--- config.mk ---
export PLATFORM = sky130hd
export DESIGN_NAME = serial_paralelo_rx_sync
export DESIGN_NICKNAME = d
export VERILOG_FILES = /design/src/rtl/serial_paralelo_rx_sync.sv
export SDC_FILE = /design/constraint.sdc
export NUM_CORES = 1
export LEC_CHECK = 0
export ABC_AREA = 1
export BUFFER_PORTS_ARGS = -buffer_cell sky130_fd_sc_hd__clkbuf_2
export CAP_MARGIN = 20
export CELL_PAD_IN_SITES_DETAIL_PLACEMENT = 1
export CELL_PAD_IN_SITES_GLOBAL_PLACEMENT = 1
export CORE_MARGIN = 5
export CORE_UTILIZATION = 46
export CTS_CLUSTER_DIAMETER = 150
export CTS_CLUSTER_SIZE = 28
export DETAILED_ROUTE_END_ITERATION = 10
export MAX_ROUTING_LAYER = met4
export PLACE_DENSITY = 0.94
export SETUP_SLACK_MARGIN = 0.4
export SKIP_CTS_REPAIR_TIMING = 1
export SYNTH_ARGS = -nofsm -noshare
export SYNTH_HDL_FRONTEND = slang
export SYNTH_SLANG_ARGS = --single-unit
--- constraint.sdc ---
create_clock -name clk_1 -period 4.5 [get_ports clk_1]
set_input_delay 0.9 -clock clk_1 [delete_from_list [all_inputs] [get_ports clk_1]]
set_output_delay 0.9 -clock clk_1 [all_outputs]
set_load 0.02 [all_outputs]
--- src/rtl/serial_paralelo_rx_sync.sv ---
// serial_paralelo_rx_sync: bit-serial to parallel receiver that aligns on COM, tracks lock and flags IDLE symbols.
// Define SPRX_POLARITY_INV_EN to also accept an inverted COM in HUNT and expose the pol_inv output.
module serial_paralelo_rx_sync #(
    parameter int               SYM_W      = 8,
    parameter logic [SYM_W-1:0] COM_SYM    = 8'hBC,
    parameter logic [SYM_W-1:0] IDLE_SYM   = 8'h7C,
    parameter int               LOCK_COUNT = 4,
    parameter int               MAX_ERR    = 3
) (
    input  logic             clk_1,
    input  logic             reset,
    input  logic             serial_in,
    input  logic             bit_valid,
    output logic [SYM_W-1:0] data_out,
    output logic             data_valid,
    output logic             locked,
`ifdef SPRX_POLARITY_INV_EN
    output logic             pol_inv,
`endif
    output logic             idle_out
);
    typedef enum logic [1:0] {HUNT, ALIGN, LOCKED} state_t;
    state_t           state, state_n;
    logic [SYM_W-1:0] sr, sr_n, w, data_out_n;
    logic [3:0]       bit_cnt, bit_cnt_n, com_cnt, com_cnt_n, err_cnt, err_cnt_n;
    logic             pol, pol_n, data_valid_n, idle_n, boundary, is_com, inv_com;

    // pol stays 0 unless the inverted-COM path is built in
    assign w        = {sr[SYM_W-2:0], serial_in ^ pol};
    assign boundary = bit_cnt == 4'(SYM_W - 1);
    assign is_com   = w == COM_SYM;
    assign locked   = state == LOCKED;
`ifdef SPRX_POLARITY_INV_EN
    assign inv_com  = state == HUNT && w == ~COM_SYM;
    assign pol_inv  = pol;
`else
    assign inv_com  = 1'b0;
`endif

    always_comb begin
        state_n      = state;
        sr_n         = sr;
        bit_cnt_n    = bit_cnt;
        com_cnt_n    = com_cnt;
        err_cnt_n    = err_cnt;
        pol_n        = pol;
        data_out_n   = data_out;
        data_valid_n = 1'b0;
        idle_n       = 1'b0;
        if (bit_valid) begin
            sr_n      = w;
            bit_cnt_n = boundary ? 4'd0 : bit_cnt + 4'd1;
            case (state)
                HUNT: begin
                    if (is_com || inv_com) begin
                        bit_cnt_n = 4'd0;
                        com_cnt_n = 4'd1;
                        state_n   = LOCK_COUNT == 1 ? LOCKED : ALIGN;
                        sr_n      = inv_com ? COM_SYM : w;
                        pol_n     = pol | inv_com;
                    end
                end
                ALIGN: begin
                    if (is_com && boundary) begin
                        com_cnt_n = com_cnt + 4'd1;
                        state_n   = com_cnt_n == 4'(LOCK_COUNT) ? LOCKED : ALIGN;
                    end else if (is_com) begin
                        bit_cnt_n = 4'd0;
                        com_cnt_n = 4'd1;
                    end
                end
                LOCKED: begin
                    if (boundary) begin
                        data_out_n   = w;
                        data_valid_n = 1'b1;
                        idle_n       = w == IDLE_SYM;
                        err_cnt_n    = is_com ? 4'd0 : err_cnt;
                    end else if (is_com) begin
                        err_cnt_n = err_cnt + 4'd1;
                        if (err_cnt_n == 4'(MAX_ERR)) begin
                            state_n   = HUNT;
                            err_cnt_n = 4'd0;
                            com_cnt_n = 4'd0;
                            pol_n     = 1'b0;
                        end
                    end
                end
                default: state_n = HUNT;
            endcase
        end
    end

    always_ff @(posedge clk_1) begin
        if (!reset) begin
            state      <= HUNT;
            sr         <= '0;
            bit_cnt    <= 4'd0;
            com_cnt    <= 4'd0;
            err_cnt    <= 4'd0;
            pol        <= 1'b0;
            data_out   <= '0;
            data_valid <= 1'b0;
            idle_out   <= 1'b0;
        end else begin
            state      <= state_n;
            sr         <= sr_n;
            bit_cnt    <= bit_cnt_n;
            com_cnt    <= com_cnt_n;
            err_cnt    <= err_cnt_n;
            pol        <= pol_n;
            data_out   <= data_out_n;
            data_valid <= data_valid_n;
            idle_out   <= idle_n;
        end
    end
endmodule

==> results.json, run 1 <==
{
  "outcome": "complete, no violations",
  "clk_pin_slew_ns": 0.07,
  "antenna-diode-count": 0,
  "worstPathRequired_ns": 3.60,
  "track_usage_pct": 18.85,
  "initial_core_util_pct": 47.28,
  "hold_viol": 0,
  "grt-busiest-layer": "met2",
  "skew_ns": 0.007467,
  "fin_setup_tns_ns": 0,
  "drtIter0Drc": 64,
  "maxCapViolCount": 0,
  "syn_inst": 236,
  "synth_top_area_cell": "dfxtp_1",
  "synth_edf_count": 0,
  "grt_max_degree": 27,
  "crit_chain": "inv_1 -> ha_1 -> clkbuf_2",
  "setup_violations": 0,
  "antenna_found_initial": 0,
  "clock-sinks": 31,
  "cts_root_buf": "clkbuf_8",
  "h-tree-depth": 2,
  "avgSynthCellArea_sq_um": 7.279,
  "rsz0062_at_grt": "no",
  "combPwrFrac_pct": 6.7,
  "via_per_inst": 5.166,
  "totalWireLength_mm": 4.274,
  "core_area_sq_um": 3633,
  "cts_buffers": 5,
  "layout.nets": 265,
  "die_area_sq_um": 5057,
  "ir_drop_mv": 0.1997,
  "ys.flop_type": "dfxtp_1",
  "cts_tree": "built",
  "intPower_mw": 0.4329,
  "ys_ff_latch": 31,
  "sw_frac_of_total_pct": 24.93,
  "max_slew_margin_pct": 66.20,
  "yosysSeqAreaShare_pct": 36.13,
  "antenna_left": 0,
  "cp_top_family": "adder cells",
  "setup_ws_ns": 2.223,
  "vias": 1555,
  "synthTopCellsByArea": "dfxtp_1 36%, nand2_1 12%, ha_1 6.6%, nand3_1 6.1%, inv_1 5.9%",
  "layout-drive-gt1-share_pct": 21.74,
  "drt_first_pass_iters": 4,
  "use_met1_pct": 22.15,
  "synth_top_area_share_pct": 36.13,
  "path_buf_inv": 2,
  "grt_pass1_vias": 1578,
  "powerDensity_nw_per_um2": 299.1,
  "layout_commonest_cell": "nand2_1",
  "clock_path_buffers": 2,
  "dp_slack_ns": 2.373,
  "clockPowerShare_pct": 43.1,
  "cp_slowest_cell": "ha_1",
  "die_height_um": 71.11,
  "syn2layout_area_growth_pct": 12.24,
  "pwr-share-seq_pct": 50.2,
  "cpPeakStageDelay_ns": 0.42,
  "cp-start-kind": "flip-flop",
  "avgRoutedWirePerCell_um": 14.20,
  "rows": 22,
  "async_flop_share_pct": 0,
  "final_max_slew_viol_count": 0,
  "path_max_fanout": 7,
  "drc": 0,
  "power_switching_mw": 0.1437,
  "synthesis.nets": 249,
  "critPathCaptureType": "output pin",
  "dp_hpwl_mm": 3.136,
  "synth_cell_types": 26,
  "grt_util_met3_pct": 3.977,
  "critPathKind": "reg -> out",
  "grt_pass1_wl_mm": 7.431,
  "cp_data_arrival_time_ns": 1.38,
  "clock_latency_ns": 0.28,
  "final.min_clock_period_ns": 2.277,
  "timing.fmax_ghz": 0.4391,
  "hold_class": "reg -> reg",
  "grt-ovfl-total": 0,
  "yosys_warnings": 0,
  "use_met2_pct": 32.85,
  "num_io_pins": 15,
  "netlist_area_sq_um": 1718,
  "die_w_um": 71.11,
  "p_leak_nw": 0.8789,
  "gp_congestion": 0.8355,
  "port_buffers": 14,
  "finalCritPeriodShare_pct": 50.60,
  "final_cell_mix": "53 x nand2_1, 31 x dfxtp_1, 27 x inv_1, 21 x nand3_1, 20 x a21oi_1",
  "tightestPinTransition_ns": 0.5069
}
==> cell usage after synthesis (2+ instances only) <==
cell type and number:
nand2_1 53, dfxtp_1 31, inv_1 27, nand3_1 21, a21oi_1 20, nor2_1 14
o21ai_0 13, ha_1 9, inv_2 7, nand4_1 6, o21ai_2 6, nor2_2 5
nand2_2 4, clkbuf_1 3, nor2_4 3, inv_4 2, nand2_4 2, nor2_8 2
==> power by group through the flow <==
stage	clock [mW]	sequential (mW)	combinational [mW]
after CTS	0.253	0.289	0.0390
after global placement	0	0.295	0.0368
after floorplan	0	0.294	0.0307
after global routing	0.264	0.290	0.0443
after detailed placement	0	0.296	0.0383
final	0.248	0.290	0.0387
==> layout make-up <==
class                      instances  area, sq um
timing repair buffer              14        70.07
inverter                          36        140.1
tap                               48        60.06
clock buffer                       7        96.34
sequential                        31        620.6
multi-input combinational        164        933.4
clock inverter                     1        7.507
fill                             501         1705
==> worst min-delay path: stages, from the launching register on <==
cell,delay [ns]
dfxtp_1,0.31
nand3_1,0.08
nand2_1,0.05
==> sequential cells by signal, summed over array words and instances, names as in the netlist <==
signal,flops
data_out,8
sr,7
bit_cnt,4
com_cnt,4
err_cnt,4
state,2
data_valid,1
idle_out,1
==> layer usage <==
layer / part of all wire [%] / up-vias / wire length [um]
li1: - / 786 / -
met1: 45 / 748 / 1907
met2: 52 / 15 / 2221
met3: 2.4 / 6 / 101
met4: 1.0 / 0 / 44
met5: 0 / - / 0
==> cell families after synthesis <==
kind of cell | count (synthesis) | share of synthesized area [%]
and+or+nand+nor | 114 | 34.16
buffers and inverters | 41 | 9.541
AOI/OAI and AO/OA | 40 | 13.11
DFF | 31 | 36.13
adders and majority gates | 9 | 6.555
xor gates and xnor gates | 1 | 0.5099
==> path summary, 6_finish.rpt <==
path         slack [ns]  depth (start not counted)         from     endpoint
max                2.22                          3     state[0]       locked
min                0.48                          2  data_out[5]  data_out[5]
max reg2reg        2.82                          8     state[0]   com_cnt[3]
min reg2reg        0.48                          2  data_out[5]  data_out[5]
==> through the flow <==
step	util, %	total power, mW	area (sq um)	hold WS, ns	cells
after floorplan	-	0.3244	1718	0.4444	236
after global routing	53.06	0.5988	1928	0.5110	301
after global placement	50.21	0.3321	1824	0.4617	293
final	53.06	0.5767	1928	0.4797	301
after detailed placement	50.21	0.3339	1824	0.4732	293
after CTS	53.06	0.5816	1928	0.4844	301
Power figures use the tool's default switching activity.
==> run 2: changes to the inputs <==
CORE_UTILIZATION = 43   (was 46)
PLACE_DENSITY = 0.9   (was 0.94)
clock period = 2.12 ns   (was 4.5 ns; I/O delays follow)
==> results.json, run 2 (synthesis gave the netlist of run 1 again) <==
{
  "grt_max_degree": 20,
  "ir_drop_mv": 0.3456,
  "setup_violations": 0,
  "hold_viol": 0,
  "skew_ns": 0.007137,
  "layout-drive-gt1-share_pct": 22.44,
  "layout_commonest_cell": "nand2_1",
  "drt_first_pass_iters": 4,
  "whs_ns": 0.4080,
  "track_usage_pct": 17.31,
  "grt_pass1_vias": 1512,
  "layout.nets": 266,
  "hold_class": "in -> reg",
  "crit_chain": "inv_1 -> ha_2 -> clkbuf_2",
  "h-tree-depth": 2,
  "totalWireLength_mm": 3.966,
  "critPathKind": "reg -> out",
  "antenna_found_initial": 0,
  "drtIter0Drc": 44,
  "via_per_inst": 5.069,
  "syn2layout_area_growth_pct": 12.96,
  "critPathCaptureType": "output pin",
  "gp_congestion": 0.8424,
  "final_max_slew_viol_count": 0,
  "cts_buffers": 5,
  "regArea_sq_um": 620.6,
  "avgRoutedWirePerCell_um": 13.05,
  "rsz0062_at_grt": "yes",
  "p_leak_nw": 0.8826,
  "clock_latency_ns": 0.29,
  "vias": 1541,
  "maxCapViolCount": 0,
  "rows": 23,
  "core_area_sq_um": 3943,
  "dp_hpwl_mm": 3.065,
  "timing.fmax_ghz": 0.6025,
  "final.min_clock_period_ns": 1.660,
  "cts_tree": "built",
  "antenna-diode-count": 0,
  "die_w_um": 73.21,
  "clock_path_buffers": 2,
  "cp-start-kind": "flip-flop",
  "largest_register_ffs": 8,
  "largest-register": "data_out",
  "max_slew_margin_pct": 74.53,
  "clock-sinks": 31,
  "cp_slowest_cell": "dfxtp_1",
  "path_buf_inv": 2,
  "drc": 0,
  "largestRegisters": "data_out: 8 flops, sr: 7 flops",
  "die_height_um": 73.21,
  "cpPeakStageDelay_ns": 0.34,
  "final_cell_mix": "53 x nand2_1, 31 x dfxtp_1, 27 x inv_1, 21 x nand3_1, 20 x a21oi_1",
  "port_buffers": 14,
  "finalCritPeriodShare_pct": 78.29,
  "fin_setup_tns_ns": 0,
  "clk_pin_slew_ns": 0.07,
  "cp_top_family": "flip-flops",
  "powerDensity_nw_per_um2": 629.8,
  "worstPathRequired_ns": 1.70,
  "nFillCells": 518,
  "antenna_left": 0,
  "grt_pass1_wl_mm": 6.962,
  "multiInputGateArea_sq_um": 935.9,
  "path_max_fanout": 7,
  "die_area_sq_um": 5359,
  "cp_data_arrival_time_ns": 1.24,
  "initial_core_util_pct": 43.57,
  "num_io_pins": 15,
  "cts_root_buf": "clkbuf_8",
  "outcome": "complete, no violations",
  "grt-ovfl-total": 0,
  "tightestPinTransition_ns": 0.3781
}
## run 2: changes by cell type in the layout (fill, tap and decap cells not counted), sizes merged
cell  delta
buf      +1
## run 2: cell type report
cell class	count	area share [%]
sequential	31	31.98
multi-input combinational	164	48.23
inverter	36	7.221
clock inverter	1	0.3868
timing repair buffer	15	3.997
clock buffer	7	4.965
tap	50	3.224
## run 2: stage by stage
step	std cells	worst slack, ns	total power [mW]	instance area (sq um)	utilization [%]
2_1_floorplan	236	0.5832	0.6885	1718	-
3_3_place_gp	296	0.4847	0.7074	1834	46.52
3_5_place_dp	296	0.4719	0.7100	1834	46.52
4_1_cts	304	0.3123	1.232	1938	49.16
5_1_grt	304	0.3852	1.284	1941	49.22
6_report	304	0.4602	1.222	1941	49.22
## run 2: worst min-delay path: stages
cell and delay [ns]:
clkbuf_2 0.09, inv_2 0.07, o21ai_2 0.06
## run 2: power breakdown
| group | total (mW) | switching (mW) | internal (mW) | leakage (nW) |
|---|---|---|---|---|
| clock network | 0.526 | 0.231 | 0.295 | 0.0505 |
| logic | 0.0820 | 0.0558 | 0.0262 | 0.580 |
| registers | 0.614 | 0.0156 | 0.599 | 0.252 |
## run 2: path summary, 6_finish.rpt
kind / start / cells past startpoint / end / slack [ns]
max: state[0] / 3 / locked / 0.46
min: serial_in / 3 / data_out[0] / 0.41
max reg2reg: state[1] / 7 / bit_cnt[3] / 0.57
min reg2reg: data_out[5] / 2 / data_out[5] / 0.47
## run 2: per-layer routing
metal | global-route usage [%] | vias up | share of wire (%)
met5 | - | - | 0
met4 | 6.762 | 0 | 1.9
met3 | 4.545 | 7 | 2.3
met2 | 28.70 | 17 | 51
met1 | 19.77 | 730 | 45
li1 | - | 787 | -
==> run 3: changes to the inputs <==
CORE_UTILIZATION = 38   (was 43)
PLACE_DENSITY = 0.85   (was 0.9)
clock period = 1.5 ns   (was 2.12 ns; I/O delays follow)
==> results.json, run 3 (synthesis gave the netlist of run 1 again) <==
{
  "antenna_found_initial": 0,
  "die_w_um": 77.24,
  "largest-register": "data_out",
  "clock_latency_ns": 0.29,
  "grt_pass1_wl_mm": 7.369,
  "critPathCaptureType": "flip-flop",
  "max_slew_margin_pct": 78.07,
  "die_area_sq_um": 5965,
  "intPower_mw": 1.225,
  "path_max_fanout": 4,
  "powerDensity_nw_per_um2": 722.7,
  "cts_tree": "built",
  "finalCritPeriodShare_pct": 100.6,
  "hold_class": "in -> reg",
  "clock-sinks": 31,
  "via_per_inst": 5.190,
  "grt-ovfl-total": 0,
  "clockPowerShare_pct": 39.2,
  "setup_violations": 3,
  "cts_root_buf": "clkbuf_8",
  "initial_core_util_pct": 39.18,
  "largestRegisters": "data_out: 8 flops, sr: 7 flops",
  "violations": "setup timing",
  "skew_ns": 0.008183,
  "clk_pin_slew_ns": 0.07,
  "r2r.worst_path.cells": 9,
  "worstPathRequired_ns": 1.68,
  "path_buf_inv": 3,
  "drt_first_pass_iters": 4,
  "avgRoutedWirePerCell_um": 16.11,
  "cp_data_arrival_time_ns": 1.69,
  "whs_ns": 0.2922,
  "total_power_mw": 1.694,
  "largest_register_ffs": 8,
  "sw_frac_of_total_pct": 27.66,
  "gp_congestion": 0.7983,
  "fin_area_sq_um": 2344,
  "cp_slowest_cell": "dfxtp_2",
  "grt_max_degree": 12,
  "setup_ws_ns": -0.009327,
  "port_buffers": 14,
  "timing.fmax_ghz": 0.6625,
  "num_io_pins": 15,
  "combPwrFrac_pct": 9.6,
  "crit_chain": "ha_4 -> nand2_4 -> nor2_4 -> inv_4 -> nor2_4 -> clkinv_4 -> buf_4 -> nand3_1 -> o21ai_2",
  "layout_commonest_cell": "nand2_1",
  "grt_pass1_vias": 1634,
  "drc": 0,
  "power_switching_mw": 0.4684,
  "antenna-diode-count": 0,
  "h-tree-depth": 2,
  "ir_drop_mv": 0.5653,
  "path_common_cell": "nor2_4",
  "dpl_cell_area_sq_um": 1954,
  "outcome": "finished with violations",
  "fin_util_pct": 53.45,
  "final_max_slew_viol_count": 0,
  "cpPeakStageDelay_ns": 0.37,
  "pwr-share-seq_pct": 51.2,
  "core_area_sq_um": 4384,
  "min_path_cells": 3,
  "tightestPinTransition_ns": 0.3285,
  "antenna_left": 0,
  "cp_top_family": "simple AND/OR/NAND/NOR gates",
  "p_leak_nw": 1.021,
  "rsz0062_at_grt": "yes",
  "clock_path_buffers": 2,
  "cts_buffers": 5,
  "die_height_um": 77.24,
  "layout-drive-gt1-share_pct": 48.91,
  "cp-start-kind": "flip-flop",
  "critPathKind": "reg -> reg",
  "rows": 24,
  "syn2layout_area_growth_pct": 36.42,
  "maxCapViolCount": 0,
  "vias": 1692,
  "final_cell_mix": "41 x nand2_1, 28 x buf_4, 21 x inv_1, 16 x nand3_1, 16 x a21oi_1",
  "layout.nets": 286,
  "track_usage_pct": 15.48,
  "totalWireLength_mm": 5.251,
  "drtIter0Drc": 72,
  "cp.depth": 9,
  "final.min_clock_period_ns": 1.509,
  "hold_viol": 0,
  "dp_hpwl_mm": 3.211
}
-- run 3: changes by cell type in the layout (fill, tap and decap cells not counted), moves of 5 or more --
cell,delta
dfxtp_2,+11
buf_4,+27
nand3_1,-5
nand3_2,+5
clkbuf_2,-9
inv_1,-6
dfxtp_1,-18
nand2_1,-12
nand2_2,+11
dfxtp_4,+7
nor2_1,-6
-- run 3: final timing paths --
check                           slack (ns)         from     endpoint
worst min register to register        0.47  data_out[2]  data_out[2]
worst max register to register      -0.009   bit_cnt[1]  data_out[3]
worst min-delay path                  0.29    serial_in  data_out[0]
worst max-delay path                -0.009   bit_cnt[1]  data_out[3]
-- run 3: layer usage --
| metal | up-vias | part of all wire, % | GRT usage, % |
|---|---|---|---|
| li1 | 835 | - | - |
| met1 | 814 | 40 | 18.07 |
| met2 | 30 | 55 | 26.01 |
| met3 | 13 | 2.8 | 3.630 |
| met4 | 0 | 2.0 | 5.155 |
| met5 | - | 0 | - |
-- run 3: power groups by stage --
stage | Combinational [mW] | Sequential (mW) | Clock, mW
after floorplan | 0.0989 | 0.884 | 0
after detailed placement | 0.127 | 0.890 | 0
after CTS | 0.128 | 0.871 | 0.680
after global placement | 0.124 | 0.889 | 0
after global routing | 0.181 | 0.870 | 0.711
final | 0.162 | 0.867 | 0.664
-- run 3: per-stage QoR --
step	worst slack [ns]	setup TNS (ns)	cells
after floorplan	0.1967	0	236
after global placement	0.09791	0	303
after detailed placement	0.03357	0	303
after CTS	0.03364	0	311
after global routing	-0.06880	-0.4451	326
final	-0.009327	-0.02169	326
-- run 3: cell type report --
type                            count  area, sq um
Clock inverter                      2        12.51
Sequential cell                    31        660.6
Fill cell                         544         2041
Timing Repair Buffer               35        266.5
Tap cell                           52        65.06
Multi-Input combinational cell    164         1116
Clock buffer                        6        72.57
Inverter                           36        150.1
-- run 3: worst min-delay path: stages --
cell and delay [ns]:
clkbuf_2 0.10, inv_2 0.07, o21ai_2 0.06
